[src/rtl/ps_pkg.sv]
// Shared types and helpers for the parallel-to-serial transmit path.
package ps_pkg;

  typedef enum logic {PS_IDLE, PS_BUSY} ps_state_t;

  function automatic int unsigned cnt_width(input int unsigned m);
    return (m > 1) ? $clog2(m) : 1;
  endfunction

endpackage

[src/rtl/ps_beat_counter.sv]
// Modulo-M beat counter with clear, increment and terminal-count flag.
module ps_beat_counter #(
  parameter int unsigned M = 2,
  parameter int unsigned W = 1
) (
  input  logic clk,
  input  logic reset,
  input  logic clear,
  input  logic inc,
  output logic tc
);

  logic [W-1:0] count;

  assign tc = (count == W'(M - 1));

  always_ff @(posedge clk) begin
    if (reset || clear) begin
      count <= '0;
    end else if (inc) begin
      count <= tc ? '0 : count + 1'b1;
    end
  end

endmodule

[src/rtl/ps_serializer.sv]
// Serializes an M*N-bit word into M N-bit beats, most-significant beat first.
module ps_serializer
  import ps_pkg::*;
#(
  parameter int unsigned N = 4,
  parameter int unsigned M = 2
) (
  input  logic           clk,
  input  logic           reset,
  input  logic           in_valid,
  output logic           in_ready,
  input  logic [M*N-1:0] pdata,
  output logic           out_valid,
  input  logic           out_ready,
  output logic [N-1:0]   sout,
  output logic           last
);

  localparam int unsigned W = cnt_width(M);

  ps_state_t      state;
  logic [M*N-1:0] word;
  logic           tc;
  logic           load;
  logic           beat;

  assign out_valid = (state == PS_BUSY);
  assign sout      = word[M*N-1 -: N];
  assign last      = out_valid & tc;
  // Ready during the final accepted beat lets a new word follow with no bubble.
  assign in_ready  = (state == PS_IDLE) | (out_valid & out_ready & last);
  assign load      = in_valid & in_ready;
  assign beat      = out_valid & out_ready;

  ps_beat_counter #(
    .M(M),
    .W(W)
  ) u_count (
    .clk  (clk),
    .reset(reset),
    .clear(load),
    .inc  (beat),
    .tc   (tc)
  );

  // A load can only coincide with a beat on the last beat, so it takes priority.
  always_ff @(posedge clk) begin
    if (reset) begin
      state <= PS_IDLE;
      word  <= '0;
    end else if (load) begin
      state <= PS_BUSY;
      word  <= pdata;
    end else if (beat) begin
      if (last) begin
        state <= PS_IDLE;
        word  <= '0;
      end else begin
        word <= word << N;
      end
    end
  end

endmodule

[config.mk]
export PLATFORM = sky130hd
export DESIGN_NAME = ps_serializer
export DESIGN_NICKNAME = d
export VERILOG_FILES = /design/src/rtl/ps_pkg.sv /design/src/rtl/ps_beat_counter.sv /design/src/rtl/ps_serializer.sv
export SDC_FILE = /design/constraint.sdc
export NUM_CORES = 1
export LEC_CHECK = 0
export BUFFER_PORTS_ARGS = -buffer_cell sky130_fd_sc_hd__buf_4
export CORE_AREA = 4 4 41 43
export CTS_CLUSTER_SIZE = 40
export DETAILED_ROUTE_END_ITERATION = 6
export DIE_AREA = 0 0 45 47
export PLACE_DENSITY_LB_ADDON = 0.25
export SYNTH_ARGS = -nofsm -noshare
export SYNTH_HDL_FRONTEND = slang
export SYNTH_SLANG_ARGS = --single-unit
[constraint.sdc]
create_clock -name clk -period 1.5 [get_ports clk]
set_input_delay 0 -clock clk [delete_from_list [all_inputs] [get_ports clk]]
set_output_delay 0 -clock clk [all_outputs]
set_load 0.005 [all_outputs]
==> metrics.txt, run 1 <==
outcome=finished, final reports clean; Core Rows=13; CP endpoint kind=output port; Total GRT Usage=0.110; post-DP HPWL=787 um; CP Launch Type=flop; synth cell count leaders=10 x dfxtp_1, 8 x nor2_1, 6 x nor2b_1; Hold WC Path Type=in -> reg; DRT antenna net count=0; PwrDens=944 mW/mm2; combinational family with the most area after synthesis=simple AND/OR/NAND/NOR gates; Ant. Diodes=0; Clk pin slew, worst setup/hold paths=0.07 ns; Max VDD drop=0.526 mV; post-synthesis sequential area ratio=0.380; post-synthesis xor/xnor area fraction=0; maximum clock rate=0.756 GHz; H-tree Lvls=1; synth top area cells=dfxtp_1 38%, nor2b_1 7.1%, a22o_1 6.7%; vias per inst=4.98; layout cells sized above 1=0.368; Synth Cell Area=527 um2; grt ovf=0; max-slew violations=0; unrepaired setup endpoints after global routing=false; Setup CP Type=reg -> out; Top Ports=19; async set-or-reset flop fraction in the synthesized netlist=0; CTS tree=done; fin nets=89; crit-path cells=a21boi_1 -> inv_1 -> buf_4; largest net degree at the start of global routing=13; first-pass GRT wire length=1610 um; Mapped Cells=56; Routed WL per cell=11.8 um; crit-path max cell delay=0.50 ns; vias in the first global route=398; Post-synth top flop=dfxtp_1; clock skew=0.00464 ns; Die ar.=0.00212 mm2; Area Growth Syn to Fin=35.4%; gpl congestion=0.652; critical path arrival=1.32 ns; Clock Path Buffers=2; YS warnings=0; syn nets=68; Detailed Route WL=1070 um; TritonRoute pass-1 iters=2; Synth Area in Compound Gates=0.209; post-synth top area share=0.380; Synth Register Bits=10; Synth cell types=20; max_cap viols=0; count leader, synth=dfxtp_1; postcts setup bufs=0; clock period minus worst slack=1.32 ns; mux cell area share after synthesis=0.0570; r2r setup slk=0.25 ns; setup_tns=0 ns; Core Box Area=0.00130 mm2; final hold vios=0; DR vias=453; placed cell count=82; DR iter-0 viols=8; Setup Viol. Count Final=0; Finished Core Util=0.548; Finished Layout Cells=91; Leak Pwr=0.312 nW; Buffers on Ports=18; clock root buffer=clkbuf_4; Post-synth EDFFs=0; Post-route DRC=0; chip height=47 um; Mean Syn Cell Area=9.41 um2; Synth Area in Simple Gates=0.230; Slew Limit Headroom=0.774; worst slew pin tran=0.331 ns; worst skew pair latency=0.27 ns; initial antenna violation count=0; initial core utilization=0.405; WP data required=1.50 ns; DIE WIDTH=45 um; adder-cell share of the synthesized area=0; clk sinks=10; crit path max-delay cell type=dfxtp_1; Yosys top cell by area=dfxtp_1; Worst Path Max Fanout=10; CTS Buf Count=3; Final period util=0.882
[stage by stage]
| step | power (mW) | setup WS, ns | area (um2) | hold WS (ns) |
|---|---|---|---|---|
| after floorplan | 0.384 | 0.344 | 527 | 0.126 |
| after global placement | 0.423 | 0.281 | 627 | 0.208 |
| after detailed placement | 0.424 | 0.264 | 627 | 0.212 |
| after CTS | 0.679 | 0.175 | 713 | 0.0287 |
| after global routing | 0.698 | 0.100 | 713 | 0.0394 |
| final | 0.673 | 0.176 | 713 | 0.0386 |
[worst max-delay path: cells and delay by family, from the launching register on]
kind / cells / cell delay [ns]
compound gates: 1 / 0.35
buf+inv: 2 / 0.22
flops: 1 / 0.50
[cell families after synthesis]
family,Yosys count
buffers and inverters,9
and+or+nand+nor,22
muxes,2
AOI/OAI and AO/OA,13
DFF,10
[final timing paths]
| path | start | end | cells past startpoint |
|---|---|---|---|
| worst min register to register | word[0] | word[0] | 1 |
| worst max register to register | out_valid | word[3] | 3 |
| worst max-delay path | out_valid | in_ready | 3 |
| worst min-delay path | pdata[7] | word[7] | 3 |
[power by group]
group	switching [mW]	total, mW	internal [mW]
logic	0.0497	0.127	0.0774
registers	0.0156	0.300	0.285
clock network	0.0980	0.245	0.147
total	0.163	0.673	0.510
[state kept, by name, indices dropped and copies added, names as in the netlist]
name	count
word	8
u_count.tc	1
out_valid	1
[placed cells by master, fill, tap and decap left out]
| cell | n |
|---|---|
| buf_4 | 19 |
| dfxtp_1 | 10 |
| nor2_1 | 8 |
| nor2b_1 | 6 |
| dlygate4sd3_1 | 5 |
| a22o_1 | 4 |
| a311oi_1 | 4 |
| clkbuf_4 | 3 |
| mux2_4 | 2 |
| nor2_2 | 2 |
| a211oi_1 | 2 |
| a2111oi_0 | 2 |
| nor4_1 | 2 |
| and2_1 | 1 |
| a21boi_1 | 1 |
| inv_1 | 1 |
| nor3b_2 | 1 |
| nand2_1 | 1 |
| nand2b_1 | 1 |
| clkbuf_8 | 1 |
[repair_timing]
action	4_1_cts	5_1_grt
hold buffers	5	0
setup endpoints to repair	0	0
resized for setup	0	0
hold endpoints to repair	10	0
[area by class of cell]
cell class                      count  area [um2]
Timing Repair Buffer               24         193
Sequential cell                    10         200
Clock buffer                        4        36.3
Tap cell                           15        18.8
Inverter                            1        3.75
Multi-Input combinational cell     37         262
Fill cell                         128         588
[routing by layer]
metal	GRT usage	wire length [um]	vias up
met1	0.129	493	200
met3	0.0460	78	2
met5	0	0	-
met2	0.158	484	13
li1	-	-	238
met4	0.0877	17	0
(Power assumes the default switching activity.)
==> run 2, diff against run 1 <==
--- a/config.mk
+++ b/config.mk
@@ -5,12 +5,14 @@
 export SDC_FILE = /design/constraint.sdc
 export NUM_CORES = 1
 export LEC_CHECK = 0
+export ABC_AREA = 1
 export BUFFER_PORTS_ARGS = -buffer_cell sky130_fd_sc_hd__buf_4
 export CORE_AREA = 4 4 41 43
 export CTS_CLUSTER_SIZE = 40
 export DETAILED_ROUTE_END_ITERATION = 6
 export DIE_AREA = 0 0 45 47
 export PLACE_DENSITY_LB_ADDON = 0.25
+export SKIP_CTS_REPAIR_TIMING = 1
 export SYNTH_ARGS = -nofsm -noshare
 export SYNTH_HDL_FRONTEND = slang
 export SYNTH_SLANG_ARGS = --single-unit
==> run 2 against run 1 <==
The flow now finishes with violations (hold timing). Die area is the same. Worst setup slack gained 0.20 ns. Critical path depth is the same. Sequential cell count is the same. Count of clock-buffer cells in the layout is the same. Final cell count grew 14%. Via count grew 3.8%. Register-to-register slack gained 0.16 ns. Critical path type unchanged. Critical endpoint is now last. Largest power group unchanged. Highest routed layer unchanged.
==> metrics.txt, run 2 <==
outcome=complete, but fails checks; failing checks=hold timing; final hold vios=2 (+2); worst reg2reg path depth=5 (+2); r2r setup slk=0.41 ns (+0.16 ns); commonest non-fill, non-tap cell in the layout=buf_4; Post-synth top flop=dfxtp_1; grt ovf=0 (unchanged); Yosys top cell by area=dfxtp_1; Crit path max-delay family=flip-flops; DR vias=470 (+3.8%); Worst R2R Start=out_valid; CP Launch Type=flop; layout cells sized above 1=0.337 (-0.0313); fin nets=102 (+15%); crit-path max cell delay=0.54 ns (+0.04 ns); CP endpoint=last; syn nets=81 (+19%); Setup CP Type=reg -> out; Die ar.=0.00212 mm2 (unchanged); Core Rows=13 (unchanged); first-pass GRT wire length=1590 um (-1.2%); Clock Path Buffers=2 (unchanged); Total GRT Usage=0.109 (-0.00167); clock period minus worst slack=1.13 ns (-0.198 ns); chip height=47 um (unchanged); Mapped Cells=69 (+23%); Core Box Area=0.00130 mm2 (unchanged); vias per inst=4.52 (-9.2%); WP data required=1.50 ns (about the same); switching share of power=0.260 (+0.0170); Clk pin slew, worst setup/hold paths=0.07 ns (about the same); Final period util=0.750 (-0.132); Hold WC Path Type=in -> reg; worst skew pair latency=0.27 ns (about the same); Worst Path Max Fanout=6 (-4); synth top area cells=dfxtp_1 39%, nand2_1 9.5%, a21oi_1 8.7%; Synth Cell Area=515 um2 (-2.1%); register with the most flip-flops=word; post-synth top area share=0.388 (+0.00830); clk sinks=10 (unchanged); post-synthesis sequential area ratio=0.388 (+0.00830); Ant. Diodes=0 (unchanged); total power=675 uW (+0.35%); Leak Pwr=0.331 nW (+6.1%); TritonRoute pass-1 iters=2 (unchanged); H-tree Lvls=1 (unchanged); setup_tns=0 ns (unchanged); Synth Register Bits=10 (unchanged); Max VDD drop=0.568 mV (+7.8%); initial core utilization=0.396 (-0.00865); max-slew violations=0 (unchanged); gpl congestion=0.707 (+8.4%); DRT antenna net count=0 (unchanged); post-DP HPWL=756 um (-4.0%); crit path max-delay cell type=dfxtp_1; CTS tree=done; Detailed Route WL=1050 um (-2.3%); Post-route DRC=0 (unchanged); synth cell count leaders=13 x nand2_1, 10 x dfxtp_1, 9 x a21oi_1; Largest register FFs=8 (unchanged); Area Growth Syn to Fin=35.4% (about the same); cell internal pwr=500 uW (-1.9%); initial antenna violation count=0 (unchanged); Post-synth EDFFs=0 (unchanged); Routed WL per cell=10.1 um (-15%); Top Ports=19 (unchanged); r2r endpoint=word[7]; YS warnings=0 (unchanged); PwrDens=967 mW/mm2 (+2.5%); Mean Syn Cell Area=7.47 um2 (-21%); CTS Buf Count=3 (unchanged); clock root buffer=clkbuf_4; CP endpoint kind=output port; count leader, synth=nand2_1; largest net degree at the start of global routing=11 (-2); unrepaired setup endpoints after global routing=false; maximum clock rate=0.889 GHz (+18%); DR iter-0 viols=5 (-3); Flop pwr share=0.443 (-0.003); max_cap viols=0 (unchanged); Setup Viol. Count Final=0 (unchanged); vias in the first global route=405 (+1.8%); Psw=175 uW (+7.4%); async set-or-reset flop fraction in the synthesized netlist=0 (unchanged); critical path depth=3 (unchanged); commonest non-fill, non-tap cells in the layout=18 x buf_4, 13 x nand2_1, 10 x dfxtp_1; Buffers on Ports=18 (unchanged); clock skew=0.00682 ns (+0.00219 ns); Clock Power Share=0.365 (about the same); fill count=144 (+13%); Critical path origin=out_valid; Finished Core Util=0.537 (-0.0115); worst slew pin tran=0.366 ns (+0.0350 ns); Hold Worst Slack=-0.0222 ns (-0.0608 ns); Slew Limit Headroom=0.756 (-0.0180); power share of the combinational group=0.192 (+0.003); DIE WIDTH=45 um (unchanged); crit-path cells=nand2_2 -> inv_1 -> buf_4; critical path arrival=1.13 ns (-0.19 ns); CP bufs+invs=2 (unchanged); Synth cell types=14 (-30%)
==> run 2: changes by cell type after synthesis, moves of 4 or more <==
cell      before  now
a21oi_1        0    9
a22o_1         4    0
a311oi_1       4    0
nand2_1        1   13
nand2_4        0    4
nand3_1        0    8
nor2b_1        6    0
o21ai_1        0    4
==> run 2: logic make-up after synthesis <==
family / after synthesis / share of synthesized area
AO/OA/AOI/OAI: 14 / 0.143
buffers and inverters: 9 / 0.102
AND/OR/NAND/NOR: 35 / 0.350
flip-flops: 10 / 0.388
XOR/XNOR: 1 / 0.0170
==> run 2: how the worst min path moves through the flow <==
stage / slack (ns) / end / from / depth (start not counted)
floorplan: 0.07 / out_valid / reset / 1
global placement: 0.23 / word[0] / reset / 2
detailed placement: 0.23 / word[2] / reset / 2
CTS: -0.06 / word[2] / reset / 2
global route: 0.004 / word[2] / pdata[2] / 3
finish: -0.02 / word[2] / pdata[2] / 3
==> run 2: power by group through the flow <==
stage | combinational, mW | clock [mW] | sequential [mW]
2_1_floorplan | 0.0830 | 0 | 0.303
3_3_place_gp | 0.124 | 0 | 0.306
3_5_place_dp | 0.125 | 0 | 0.305
4_1_cts | 0.125 | 0.253 | 0.299
5_1_grt | 0.146 | 0.260 | 0.302
6_report | 0.130 | 0.246 | 0.299
==> run 2: through the flow <==
stage | hold slack, ns | instances | area [um2] | setup slack (ns)
after floorplan | 0.0691 | 69 | 515 | 0.476
after global placement | 0.228 | 97 | 632 | 0.440
after detailed placement | 0.233 | 97 | 632 | 0.405
after CTS | -0.0580 | 101 | 668 | 0.356
after global routing | 0.00392 | 104 | 698 | 0.289
final | -0.0222 | 104 | 698 | 0.375
==> run 2: metal layers <==
| layer | part of all wire | vias up | track usage | routed length [um] |
|---|---|---|---|---|
| met5 | 0 | - | 0 | 0 |
| met4 | 0.028 | 0 | 0.0877 | 29 |
| met3 | 0.080 | 5 | 0.0498 | 84 |
| met2 | 0.43 | 13 | 0.150 | 453 |
| met1 | 0.46 | 189 | 0.129 | 482 |
| li1 | - | 263 | - | - |
==> run 2: worst reg2reg max path: stages, from the launching register on <==
cell,delay (ns)
dfxtp_1,0.54
inv_2,0.08
nand2_4,0.10
nand2_4,0.08
o21ai_1,0.14
nor2_1,0.06
==> run 2: area by class of cell <==
class / instances / area (um2) / share of cell area
Timing Repair Buffer: 21 / 165 / 0.237
Clock buffer: 4 / 36.3 / 0.0520
Tap cell: 15 / 18.8 / 0.0269
Sequential cell: 10 / 200 / 0.287
Multi-Input combinational cell: 50 / 263 / 0.376
Inverter: 4 / 15.0 / 0.0215
